==> src/rtl/qm_pkg.sv <==
// Shared definitions for the teller dispatcher slice of the bank queue.
// Contents:
//   state_t      - dispatcher FSM states (IDLE, CALL)
//   TID_W        - width of a teller identifier and of the teller count
//   MAX_TELLERS  - largest number of stations whose count fits in TID_W bits
package qm_pkg;

  typedef enum logic {
    IDLE = 1'b0,
    CALL = 1'b1
  } state_t;

  localparam int TID_W       = 2;
  localparam int MAX_TELLERS = 3;

endpackage

==> src/rtl/teller_dispatcher_if.sv <==
// Bundle of every signal exchanged between the teller dispatcher and the
// rest of the bank: teller stations, queue manager and front photocell.
// Modports:
//   slave  - the dispatcher side (consumes station/queue status, drives calls)
//   master - the environment side (stations, queue manager, photocell)
// Signals:
//   teller_on    station i is open (level)
//   teller_done  station i finished its customer (one-cycle pulse)
//   q_empty      queue manager reports an empty queue
//   front_pc     front photocell, active-low, idle high
//   call_valid   a call is being displayed
//   call_id      teller being called
//   dispatch     one-cycle pulse, customer handed to disp_id
//   disp_id      teller receiving the customer
//   call_timeout one-cycle pulse, the call expired as a no-show
//   busy         station i is serving a customer
//   tcount       registered count of open stations
interface teller_dispatcher_if
  import qm_pkg::*;
#(
  parameter int NUM_TELLERS = 3
);

  logic [NUM_TELLERS-1:0] teller_on;
  logic [NUM_TELLERS-1:0] teller_done;
  logic                   q_empty;
  logic                   front_pc;
  logic                   call_valid;
  logic [TID_W-1:0]       call_id;
  logic                   dispatch;
  logic [TID_W-1:0]       disp_id;
  logic                   call_timeout;
  logic [NUM_TELLERS-1:0] busy;
  logic [TID_W-1:0]       tcount;

  modport slave (
    input  teller_on, teller_done, q_empty, front_pc,
    output call_valid, call_id, dispatch, disp_id, call_timeout, busy, tcount
  );

  modport master (
    output teller_on, teller_done, q_empty, front_pc,
    input  call_valid, call_id, dispatch, disp_id, call_timeout, busy, tcount
  );

endinterface

==> src/rtl/teller_dispatcher_rr_pick.sv <==
// Round-robin selector for the next teller to call.
// Starting just after the teller served most recently, it returns the first
// available station, wrapping around modulo NUM_TELLERS. Purely combinational.
// Ports:
//   avail_i   station i is open and not busy
//   rr_ptr_i  teller that last received (or timed out on) a call
//   found_o   at least one station is available
//   id_o      chosen station, meaningful only when found_o is high
module rr_pick
  import qm_pkg::*;
#(
  parameter int NUM_TELLERS = 3
) (
  input  logic [NUM_TELLERS-1:0] avail_i,
  input  logic [TID_W-1:0]       rr_ptr_i,
  output logic                   found_o,
  output logic [TID_W-1:0]       id_o
);

  logic [TID_W-1:0] idx;

  // Walk the candidates from the farthest one back to rr_ptr+1 so that the
  // last hit written is the closest station after the pointer; the pointer's
  // own station comes last in priority, since it has just been served.
  always_comb begin
    found_o = 1'b0;
    id_o    = '0;
    idx     = '0;
    for (int k = NUM_TELLERS; k >= 1; k--) begin
      idx = TID_W'((int'(rr_ptr_i) + k) % NUM_TELLERS);
      if (avail_i[idx]) begin
        found_o = 1'b1;
        id_o    = idx;
      end
    end
  end

endmodule

==> src/rtl/teller_dispatcher.sv <==
// Teller dispatcher for the single-bank queue.
// Calls the front customer to one free teller in round-robin order, confirms
// the hand-off on a falling edge of the front photocell, gives up after
// CALL_TIMEOUT cycles, tracks which tellers are busy and publishes the
// registered open-teller count used by the queue manager.
// Ports:
//   clk  rising-edge clock
//   rst  synchronous, active-high reset
//   bus  dispatcher side of teller_dispatcher_if (all status and call signals)
module teller_dispatcher
  import qm_pkg::*;
#(
  parameter int NUM_TELLERS  = 3,
  parameter int CALL_TIMEOUT = 15
) (
  input  logic                clk,
  input  logic                rst,
  teller_dispatcher_if.slave  bus
);

  localparam int CNT_W = (CALL_TIMEOUT > 1) ? $clog2(CALL_TIMEOUT) : 1;

  state_t                 state_q, state_d;
  logic [TID_W-1:0]       rrPtr_q, rrPtr_d;
  logic [TID_W-1:0]       callId_q, callId_d;
  logic [TID_W-1:0]       dispId_q, dispId_d;
  logic [CNT_W-1:0]       cnt_q, cnt_d;
  logic                   dispatch_q, dispatch_d;
  logic                   timeout_q, timeout_d;
  logic [NUM_TELLERS-1:0] busy_q, busy_d;
  logic [TID_W-1:0]       tcount_q, tcount_d;
  logic                   frontPc_q;

  logic [NUM_TELLERS-1:0] avail;
  logic [NUM_TELLERS-1:0] setBusy;
  logic                   fall;
  logic                   pickFound;
  logic [TID_W-1:0]       pickId;

  assign avail = bus.teller_on & ~busy_q;
  assign fall  = frontPc_q & ~bus.front_pc;

  rr_pick #(
    .NUM_TELLERS (NUM_TELLERS)
  ) uPick (
    .avail_i  (avail),
    .rr_ptr_i (rrPtr_q),
    .found_o  (pickFound),
    .id_o     (pickId)
  );

  // All state, including the photocell history, is cleared synchronously.
  // The pointer resets to the last station so teller 0 is the first one called.
  always_ff @(posedge clk) begin
    if (rst) begin
      state_q    <= IDLE;
      rrPtr_q    <= TID_W'(NUM_TELLERS - 1);
      callId_q   <= '0;
      dispId_q   <= '0;
      cnt_q      <= '0;
      dispatch_q <= 1'b0;
      timeout_q  <= 1'b0;
      busy_q     <= '0;
      tcount_q   <= '0;
      frontPc_q  <= 1'b1;
    end else begin
      state_q    <= state_d;
      rrPtr_q    <= rrPtr_d;
      callId_q   <= callId_d;
      dispId_q   <= dispId_d;
      cnt_q      <= cnt_d;
      dispatch_q <= dispatch_d;
      timeout_q  <= timeout_d;
      busy_q     <= busy_d;
      tcount_q   <= tcount_d;
      frontPc_q  <= bus.front_pc;
    end
  end

  // Call sequencing. A call is aborted silently when the called teller closes
  // or the queue empties; otherwise a photocell fall hands the customer over,
  // and that is checked before the timeout so a late arrival still counts.
  always_comb begin
    state_d    = state_q;
    rrPtr_d    = rrPtr_q;
    callId_d   = callId_q;
    dispId_d   = dispId_q;
    cnt_d      = cnt_q;
    dispatch_d = 1'b0;
    timeout_d  = 1'b0;
    setBusy    = '0;
    unique case (state_q)
      IDLE: begin
        if (pickFound && !bus.q_empty) begin
          callId_d = pickId;
          cnt_d    = '0;
          state_d  = CALL;
        end
      end
      CALL: begin
        if (!bus.teller_on[callId_q] || bus.q_empty) begin
          state_d = IDLE;
        end else if (fall) begin
          dispatch_d        = 1'b1;
          dispId_d          = callId_q;
          setBusy[callId_q] = 1'b1;
          rrPtr_d           = callId_q;
          state_d           = IDLE;
        end else if (cnt_q == CNT_W'(CALL_TIMEOUT - 1)) begin
          timeout_d = 1'b1;
          rrPtr_d   = callId_q;
          state_d   = IDLE;
        end else begin
          cnt_d = cnt_q + CNT_W'(1);
        end
      end
      default: state_d = IDLE;
    endcase
  end

  // Busy bits clear when the teller finishes or closes and are set only by a
  // dispatch; a called teller is never busy, so set and clear never collide.
  always_comb begin
    busy_d   = (busy_q & ~bus.teller_done & bus.teller_on) | setBusy;
    tcount_d = TID_W'($countones(bus.teller_on));
  end

  assign bus.call_valid   = (state_q == CALL);
  assign bus.call_id      = callId_q;
  assign bus.dispatch     = dispatch_q;
  assign bus.disp_id      = dispId_q;
  assign bus.call_timeout = timeout_q;
  assign bus.busy         = busy_q;
  assign bus.tcount       = tcount_q;

endmodule

==> src/flat_wrapper.sv <==
// flat-port wrapper written by rule: the top's interface ports become plain ports
module teller_dispatcher_flat import qm_pkg::*;
#(
  parameter int NUM_TELLERS  = 3,
  parameter int CALL_TIMEOUT = 15
)
  (clk, rst, bus_teller_on, bus_teller_done, bus_q_empty, bus_front_pc, bus_call_valid, bus_call_id, bus_dispatch, bus_disp_id, bus_call_timeout, bus_busy, bus_tcount);
  teller_dispatcher_if #(.NUM_TELLERS(NUM_TELLERS)) bus_i ();
  input  logic clk;
  input  logic rst;
  input wire logic [$bits(bus_i.teller_on)-1:0] bus_teller_on;
  input wire logic [$bits(bus_i.teller_done)-1:0] bus_teller_done;
  input wire logic [$bits(bus_i.q_empty)-1:0] bus_q_empty;
  input wire logic [$bits(bus_i.front_pc)-1:0] bus_front_pc;
  output wire logic [$bits(bus_i.call_valid)-1:0] bus_call_valid;
  output wire logic [$bits(bus_i.call_id)-1:0] bus_call_id;
  output wire logic [$bits(bus_i.dispatch)-1:0] bus_dispatch;
  output wire logic [$bits(bus_i.disp_id)-1:0] bus_disp_id;
  output wire logic [$bits(bus_i.call_timeout)-1:0] bus_call_timeout;
  output wire logic [$bits(bus_i.busy)-1:0] bus_busy;
  output wire logic [$bits(bus_i.tcount)-1:0] bus_tcount;
  assign bus_i.teller_on = bus_teller_on;
  assign bus_i.teller_done = bus_teller_done;
  assign bus_i.q_empty = bus_q_empty;
  assign bus_i.front_pc = bus_front_pc;
  assign bus_call_valid = bus_i.call_valid;
  assign bus_call_id = bus_i.call_id;
  assign bus_dispatch = bus_i.dispatch;
  assign bus_disp_id = bus_i.disp_id;
  assign bus_call_timeout = bus_i.call_timeout;
  assign bus_busy = bus_i.busy;
  assign bus_tcount = bus_i.tcount;
  teller_dispatcher #(.NUM_TELLERS(NUM_TELLERS), .CALL_TIMEOUT(CALL_TIMEOUT)) u_core (.clk(clk), .rst(rst), .bus(bus_i));
endmodule
==> config.mk <==
export PLATFORM = sky130hd
export DESIGN_NAME = teller_dispatcher_flat
export DESIGN_NICKNAME = d
export VERILOG_FILES = /design/src/rtl/qm_pkg.sv /design/src/rtl/teller_dispatcher_if.sv /design/src/rtl/teller_dispatcher_rr_pick.sv /design/src/rtl/teller_dispatcher.sv /design/src/flat_wrapper.sv
export SDC_FILE = /design/constraint.sdc
export NUM_CORES = 1
export LEC_CHECK = 0
export BUFFER_PORTS_ARGS = -buffer_cell sky130_fd_sc_hd__buf_2
export CAP_MARGIN = 20
export CORE_ASPECT_RATIO = 1.5
export CORE_MARGIN = 2
export CORE_UTILIZATION = 50
export CTS_CLUSTER_DIAMETER = 60
export DETAILED_ROUTE_END_ITERATION = 10
export MAX_ROUTING_LAYER = met4
export PLACE_DENSITY = 0.78
export SETUP_SLACK_MARGIN = 0.5
export SYNTH_ARGS = -nofsm -noshare
export SYNTH_HDL_FRONTEND = slang
export SYNTH_SLANG_ARGS = --single-unit
==> constraint.sdc <==
create_clock -name clk -period 2.5 [get_ports clk]
set_input_delay 0.25 -clock clk [delete_from_list [all_inputs] [get_ports clk]]
set_output_delay 0.25 -clock clk [all_outputs]
set_load 0.05 [all_outputs]
### Word level (Yosys, flattened, before mapping)

Cells that the tools add are included.

* add/subtract/negate cells: 6
* div/mod/pow operators: 3
* magnitude comparators: 5
* eq/ne operators: 5
* mux-type cells: 33
* bitwise gates (word level): 10
* reductions and logical operators: 12

Operators with widths (count)
* remainder unit 32 x 3 -> 32 bit (second input constant): 3
* 2-to-1 mux 4 bit: 4
* 2-to-1 mux 1 bit: 14
* < comparator 2 x 3 -> 1 bit (second input constant): 4
* 2-to-1 mux 2 bit: 5
* AND 3 bit: 3
* 2-to-1 mux 3 bit: 3
* binary-select mux 1 bit (select 2 bit): 4
* case mux 4 bit (2 select lines): 1
* adder 2 x 2 -> 3 bit (second input constant): 2
* inequality test 2 bit (second input constant): 3
* inverter 3 bit: 2
* AND reduction 3 bit: 2
* adder 4 x 1 -> 4 bit (second input constant): 1
* equality test 4 bit (second input constant): 1
* AND reduction 4 bit: 1
* OR reduction 4 bit: 1
* adder 2 x 1 -> 3 bit (second input constant): 1
* inverter 1 bit: 3
* bitwise OR 3 bit: 1
* OR reduction 3 bit: 1
* adder 1 x 1 -> 2 bit: 1
* adder 2 x 1 -> 2 bit: 1
* demux 1 bit (select 2 bit): 1
* 9 further kinds: 11

* register bits after elaboration: 19
* input bits: 10
* output and inout port bits: 12
* word-level logic and storage cells: 84

### Depth between registers and ports, before layout

Gate-level depths: netlist of run 1.

* word-level depth: 10
* mapped depth: 8
* depth with buffers taken out: 7

### Modules after synthesis

From an unflattened synthesis of run 1, not the netlist that was laid out.

* cells, all modules: 120
* area total of the unflattened synthesis: 1096.1 um^2

Modules (own cells, without submodules)
* teller_dispatcher: instances 1, cells each 84, area each 850.8 um^2, sequential area each 380.4 um^2
* rr_pick: instances 1, cells each 36, area each 245.2 um^2, sequential area each 0.0 um^2

### Least setup slack after synthesis of run 1

OpenSTA, ideal clock, no wires.

* kind: reg-to-reg
* start: register u_core.rrPtr_q[0]
* end: register u_core.cnt_q[1]
* setup time: 121 ps
* arrival time: 1956 ps
* data required time: 2379 ps
* slack: 423 ps
* cell stages (with the launch flop): 9
* path buffers: 1
* period minus slack after synthesis: 2077 ps
* path through: dfxtp_1 > inv_1 > ha_1 > buf_6 > nor4bb_1 > nor3_1 > nor2_2 > a211oi_4 > mux2_4

* word-level cells in the longest chain between the ends: 10
* elaborated cells on any way between the ends: 18
* classes of those cells: 3 x add/sub; 3 x div; 1 x eq/ne; 9 x mux; 2 x reduce/logical

RTL lines
* from (decl): RTL line teller_dispatcher.sv:24 `logic [TID_W-1:0] rrPtr_q, rrPtr_d;`
* from (signal assigned): RTL line teller_dispatcher.sv:57 `rrPtr_q <= TID_W'(NUM_TELLERS - 1);`
* from (signal assigned): RTL line teller_dispatcher.sv:68 `rrPtr_q <= rrPtr_d;`
* adder 2 x 2 -> 3 bit: RTL line teller_dispatcher_rr_pick.sv:30 `idx = TID_W'((int'(rr_ptr_i) + k) % NUM_TELLERS);`
* remainder unit 32 x 3 -> 32 bit: RTL line teller_dispatcher_rr_pick.sv:30
* binary-select mux 1 bit (select 2 bit): RTL line teller_dispatcher_rr_pick.sv:31 `if (avail_i[idx]) begin`
* 2-to-1 mux 1 bit (not written as such): RTL line teller_dispatcher_rr_pick.sv:31
* 2-to-1 mux 1 bit (2 in a row): RTL line teller_dispatcher_rr_pick.sv:31
* 2-to-1 mux 1 bit (*): RTL line teller_dispatcher_rr_pick.sv:31
* logical AND 1 bit (*): RTL line teller_dispatcher.sv:94 `if (pickFound && !bus.q_empty) begin`
* inequality test 2 x 1 -> 1 bit (no source line) (*)
* AND reduction 4 bit (no source line) (*)
* to (signal assigned): RTL line teller_dispatcher.sv:71 `cnt_q <= cnt_d;`
* to (decl): RTL line teller_dispatcher.sv:27 `logic [CNT_W-1:0] cnt_q, cnt_d;`

Every way passes the cells marked *; elsewhere a longest branch is shown, timed or not. The select of a mux whose other input is x is not followed.
A chain may end at the register's enable or synchronous reset.

### Worst setup path in the final report of run 1

Same ends and word-level chain as after synthesis.

==> results of run 1 <==
[what timing repair did]
action                                  in CTS  in global routing
endpoints found under the setup margin       1                  6
pin swaps                                    2                  4
gates resized for setup                      3                  6
buffers inserted                             3                  1
[layer usage]
layer,up-vias,routed length [um]
met5,-,0
met1,456,1085
li1,482,-
met2,17,1388
met4,0,21
met3,2,64
[flip-flops by register name (all words and copies together) (netlist names)]
register	flops
u_core.rrPtr_q	2
u_core.bus.call_id	2
u_core.bus.call_timeout	1
u_core.bus.call_valid	1
u_core.bus.tcount	2
u_core.bus.dispatch	1
u_core.frontPc_q	1
u_core.bus.busy	3
u_core.bus.disp_id	2
u_core.cnt_q	4
[power by group through the flow]
stage	clock (mW)	combinational, mW	sequential (mW)
detailed placement	0	0.121	0.328
floorplan	0	0.0667	0.351
finish	0.154	0.132	0.321
CTS	0.158	0.127	0.321
global placement	0	0.121	0.327
global route	0.165	0.143	0.323
[layout make-up]
cell class	instances	area, um^2
Fill cell	198	832.0
Multi-Input combinational cell	93	752.0
Sequential cell	19	382.9
Timing Repair Buffer	25	135.1
Tap cell	23	28.78
Clock buffer	3	22.52
Inverter	6	22.52
Clock inverter	1	5.005
[per-stage QoR]
stage                     power (mW)  hold WS, ns  utilization (%)  cells  instance area (um^2)
final                         0.6068       0.1439            61.85    170                  1349
after global routing          0.6313       0.1508            61.85    170                  1349
after CTS                     0.6066       0.1376            60.01    169                  1309
after detailed placement      0.4494       0.4566            57.37    162                  1251
after global placement        0.4486       0.4415            57.37    162                  1251
after floorplan               0.4179       0.3566                -    121                  1136
[synthesized netlist by cell type, types with 2 or more instances]
master	n
nand3b_1	4
inv_1	6
nand2_1	5
o2bb2ai_1	2
nand2b_1	6
nand3_1	4
mux2i_1	3
nand4_1	2
nor2b_1	10
nor4bb_1	2
ha_1	5
a211o_1	2
nor2_1	13
dfxtp_1	19
a21oi_1	5
nor3b_1	3
[final timing paths]
kind / to / cells past startpoint
setup / recovery: u_core.cnt_q[1] / 7
hold / removal: u_core.frontPc_q / 2
setup reg to reg: u_core.cnt_q[1] / 7
hold reg to reg: u_core.bus.disp_id[0] / 2
[cells by family after synthesis]
group,Yosys count,share of synthesized area (%)
DFF,19,33.85
AOI/OAI and AO/OA,20,16.59
muxes,5,5.011
buffers and inverters,9,3.674
adders and majority gates,6,7.350
and+or+nand+nor,62,33.52
==> metrics, run 1 <==
unrepaired setup endpoints after global routing=yes; setup ws final=0.5599 ns; async set-reset flop share out of synthesis=0%; Critical Path RT=2.69 ns; area grow syn2layout=20.04%; ANT nets after route=0; Worst-Skew Late Latency=0.30 ns; sequential fraction of design power=52.9%; Net Sw Power=184.1 uW; Power Internal=422.8 uW; CP max FO=8; Slew HR=71.50%; RePlAce Congestion=0.8675; hold_buf cts=0; Min Clock Period, post-route=1.940 ns; Core Box Area=2181 um^2; M3 GR Usage=2.601%; CTS root buffer=clkbuf_4; Largest stage delay, worst path=0.36 ns; Die Area=2650 um^2; flop2flop setup slack=0.56 ns; post-synthesis sequential area ratio=33.85%; Clock Power Share=25.3%; Sw Share=30.33%; Yosys reg bits=19; Hold Vio Cnt, Final=0; Mapped Area=1124 um^2; crit start category=flip-flop; status=complete, no violations; Slew Limit Fails=0; Yosys cell types=46; Port Buffer Count=21; most common flop cell mapped by yosys=dfxtp_1; pre-CTS WS=0.4250 ns; RR Startpoint=u_core.rrPtr_q[0]; hold wc startpoint=bus_front_pc; GR Overflow Total=0; Max IR drop VDD=0.3581 mV; Post-Route Skew=0.009288 ns; DRT Pass-1 Iters=7; Routed wire per std cell=15.06 um; Synth warnings=0; Tot GR Track Use=21.21%; vias per inst=5.629; number of global-route vias before repair=926; Setup TNS Final=0 ns; cells after synthesis=121; Die Y=62.06 um; most common cell after layout, fill and taps aside=buf_2; period utilisation layout=77.61%; Combinational Power Share=21.8%; Iteration-0 DRC Markers=34; H-Tree Depth=1; Synth top area share=33.85%; Worst path slowest cell=dfxtp_2; transition time at the pin with the least slew margin=0.4267 ns; Max-cap violations=0; DRC violations left=0; largest net degree at the start of global routing=22; WS Path Type=reg2reg; clock tree sinks=19; Pleak=0.5911 nW; layout cells sized above 1=34.69%; Site Rows=21; Die X=42.71 um; PwrDens=449.9 nW/um^2; via count=957; most frequent cells in the layout=21 x buf_2, 17 x dfxtp_1, 13 x nor2_1; CP cell instances=inv_2 > ha_4 > and2b_2 > a21oi_4 > nand3_2 > a211oi_4 > mux2_4; CTS clk-pin slew, worst paths=0.11 ns; Crit. Startpoint=u_core.rrPtr_q[0]; Arr. time, crit path=2.13 ns; largest area contributor in the netlist=dfxtp_1; diode count=0; antenna violations before repair=0; HPWL Detailed=1885 um; Syn Area/Cell=9.286 um^2; CTS buffer count=3; final WL=2560 um; Final #Nets=164; Setup-failing EPs final=0; I/O pins=22; met1 GRT Util=22.97%; Initial Util=51.52%; EDFF count, synth=0; first-pass GRT wire length=4077 um; CP delay by family, top=compound AO/OA/AOI/OAI gates; syn_nets=137; met2 Resource Use GR=39.61%; Most Crowded Layer GR=met2; Clock Path Buffers=2; Hold Crit Class=in2reg; critical path buffer and inverter count=1; Highest Clock Rate=0.5154 GHz; Setup crit end kind=flip-flop; synth top area cells=dfxtp_1 34%, ha_1 5.6%, nor2b_1 5.6%; CTS tree=yes
No activity file was read; power rests on OpenSTA's default activity.
==> run 2: changes to the inputs <==
==> constraint.sdc (replaced) <==
create_clock -name clk -period 1.8 [get_ports clk]
set_input_delay 0.18 -clock clk [delete_from_list [all_inputs] [get_ports clk]]
set_output_delay 0.18 -clock clk [all_outputs]
set_load 0.05 [all_outputs]
==> run 2 against run 1 <==
  * The flow now finishes with violations (negative setup slack)
  * Worst hold slack worse by 0.048 ns
  * Largest cell class unchanged
  * Sequential cell count unchanged
  * Cell count up 9.4%
  * Sequential share of layout area down 3.4 points
  * Die area unchanged
  * Final area up 19%
  * First-iteration DRC count down 8.8%
==> metrics, run 2 (synthesis gave the netlist of run 1 again) <==
first-pass GRT wire length=4595 um; I/O pins=22; final WL=3021 um; HPWL Detailed=2005 um; Port Buffer Count=21; Routed wire per std cell=16.24 um; multi-input logic area=859.6 um^2; WS Path Type=reg2reg; setup ws final=-0.1082 ns; most frequent cells in the layout=21 x buf_2, 16 x buf_4, 13 x nor2_1; Tot GR Track Use=24.31%; Hold Vio Cnt, Final=0; Highest Clock Rate=0.5241 GHz; Design Area, Final=1610 um^2; period utilisation layout=106.0%; placed cell count=169; Slew HR=74.99%; Worst-Skew Late Latency=0.30 ns; Site Rows=21; Initial Util=51.52%; PwrDens=560.1 nW/um^2; transition time at the pin with the least slew margin=0.3744 ns; sequential cell area=401.6 um^2; area grow syn2layout=43.32%; most common cell after layout, fill and taps aside=buf_2; Final #Nets=180; Die Area=2650 um^2; hold_buf cts=0; Max IR drop VDD=0.3863 mV; Pleak=0.7061 nW; via count=1053; critical path buffer and inverter count=2; Setup crit end kind=flip-flop; diode count=0; crit start category=flip-flop; CTS buffer count=3; Die X=42.71 um; ANT nets after route=0; GR Overflow Total=0; clock tree sinks=19; status=finished with violations; largest reg by FF count=u_core.cnt_q; Largest stage delay, worst path=0.36 ns; CTS tree=yes; antenna violations before repair=0; Final Non-Filler Cells=186; Slew Limit Fails=0; Post-Route Skew=0.01047 ns; number of global-route vias before repair=997; unrepaired setup endpoints after global routing=yes; filler cell count=161; Hold Crit Class=in2reg; CP cell instances=inv_2 > ha_4 > nor4b_2 > buf_4 > nor3_4 > nor2_2 > a211oi_4 > mux2_4; max reg flops=4; Max-cap violations=0; Arr. time, crit path=2.12 ns; DRC violations left=0; Min Clock Period, post-route=1.908 ns; Setup-failing EPs final=6; Core Box Area=2181 um^2; fin util=73.84%; pre-CTS WS=-0.1852 ns; vias per inst=5.661; Die Y=62.06 um; largest net degree at the start of global routing=22; RePlAce Congestion=0.9612; DRT Pass-1 Iters=6; CP max FO=8; layout cells sized above 1=53.37%; H-Tree Depth=1; CTS clk-pin slew, worst paths=0.12 ns; Iteration-0 DRC Markers=31; CTS root buffer=clkbuf_4; failing checks=negative setup slack; placed cell area=1365 um^2; Worst path slowest cell=dfxtp_2; Clock Path Buffers=2; Critical Path RT=2.01 ns; CP delay by family, top=flip-flops; Power Total=902.0 uW
## run 2: cell count changes in the layout (fill, tap and decap cells not counted), moves of 3 or more
cell     previous run  this run
dfxtp_2             2         5
buf_4               4        16
dfxtp_1            17        10
buf_6               0         4
ha_1                4         1
dfxtp_4             0         4
## run 2: path summary, 6_finish.rpt
path | endpoint | slack [ns] | from | cells past startpoint
worst max-delay path | u_core.cnt_q[1] | -0.11 | u_core.rrPtr_q[0] | 8
worst min-delay path | u_core.frontPc_q | 0.1 | bus_front_pc | 2
worst max register to register | u_core.cnt_q[1] | -0.11 | u_core.rrPtr_q[0] | 8
worst min register to register | u_core.bus.disp_id[0] | 0.48 | u_core.bus.disp_id[0] | 2
## run 2: what timing repair did
item                                    in CTS  in global routing
setup buffers                                7                  6
gates resized for setup                     14                  9
pin swaps                                    7                 10
endpoints found under the setup margin      10                 11
## run 2: cell type report
| type | instances | share of cell area, % |
|---|---|---|
| Multi-Input combinational cell | 93 | 53.38 |
| Sequential cell | 19 | 24.94 |
| Clock inverter | 1 | 0.3108 |
| Timing Repair Buffer | 41 | 16.78 |
| Inverter | 6 | 1.399 |
| Clock buffer | 3 | 1.399 |
| Tap cell | 23 | 1.787 |
## run 2: routing by layer
| layer | GRT usage (%) | up-vias | wire, um |
|---|---|---|---|
| met1 | 24.29 | 514 | 1144 |
| met2 | 47.19 | 22 | 1771 |
| met3 | 2.890 | 6 | 61 |
| met5 | - | - | 0 |
| met4 | 10.27 | 0 | 44 |
| li1 | - | 511 | - |
## run 2: power by group
group          switching, mW  internal [mW]  total (mW)  leakage [nW]
Combinational          0.135         0.0994       0.234         0.529
Clock                  0.142         0.0828       0.225        0.0177
Sequential            0.0110          0.432       0.443         0.159
## run 2: metrics by stage
stage          hold slack (ns)  TNS (ns)
2_1_floorplan           0.2866  -0.07865
3_3_place_gp            0.3830   -0.1094
4_1_cts                0.08433   -0.2633
6_report               0.09638   -0.4346
5_1_grt                0.09107   -0.9485
3_5_place_dp            0.3890   -0.6246
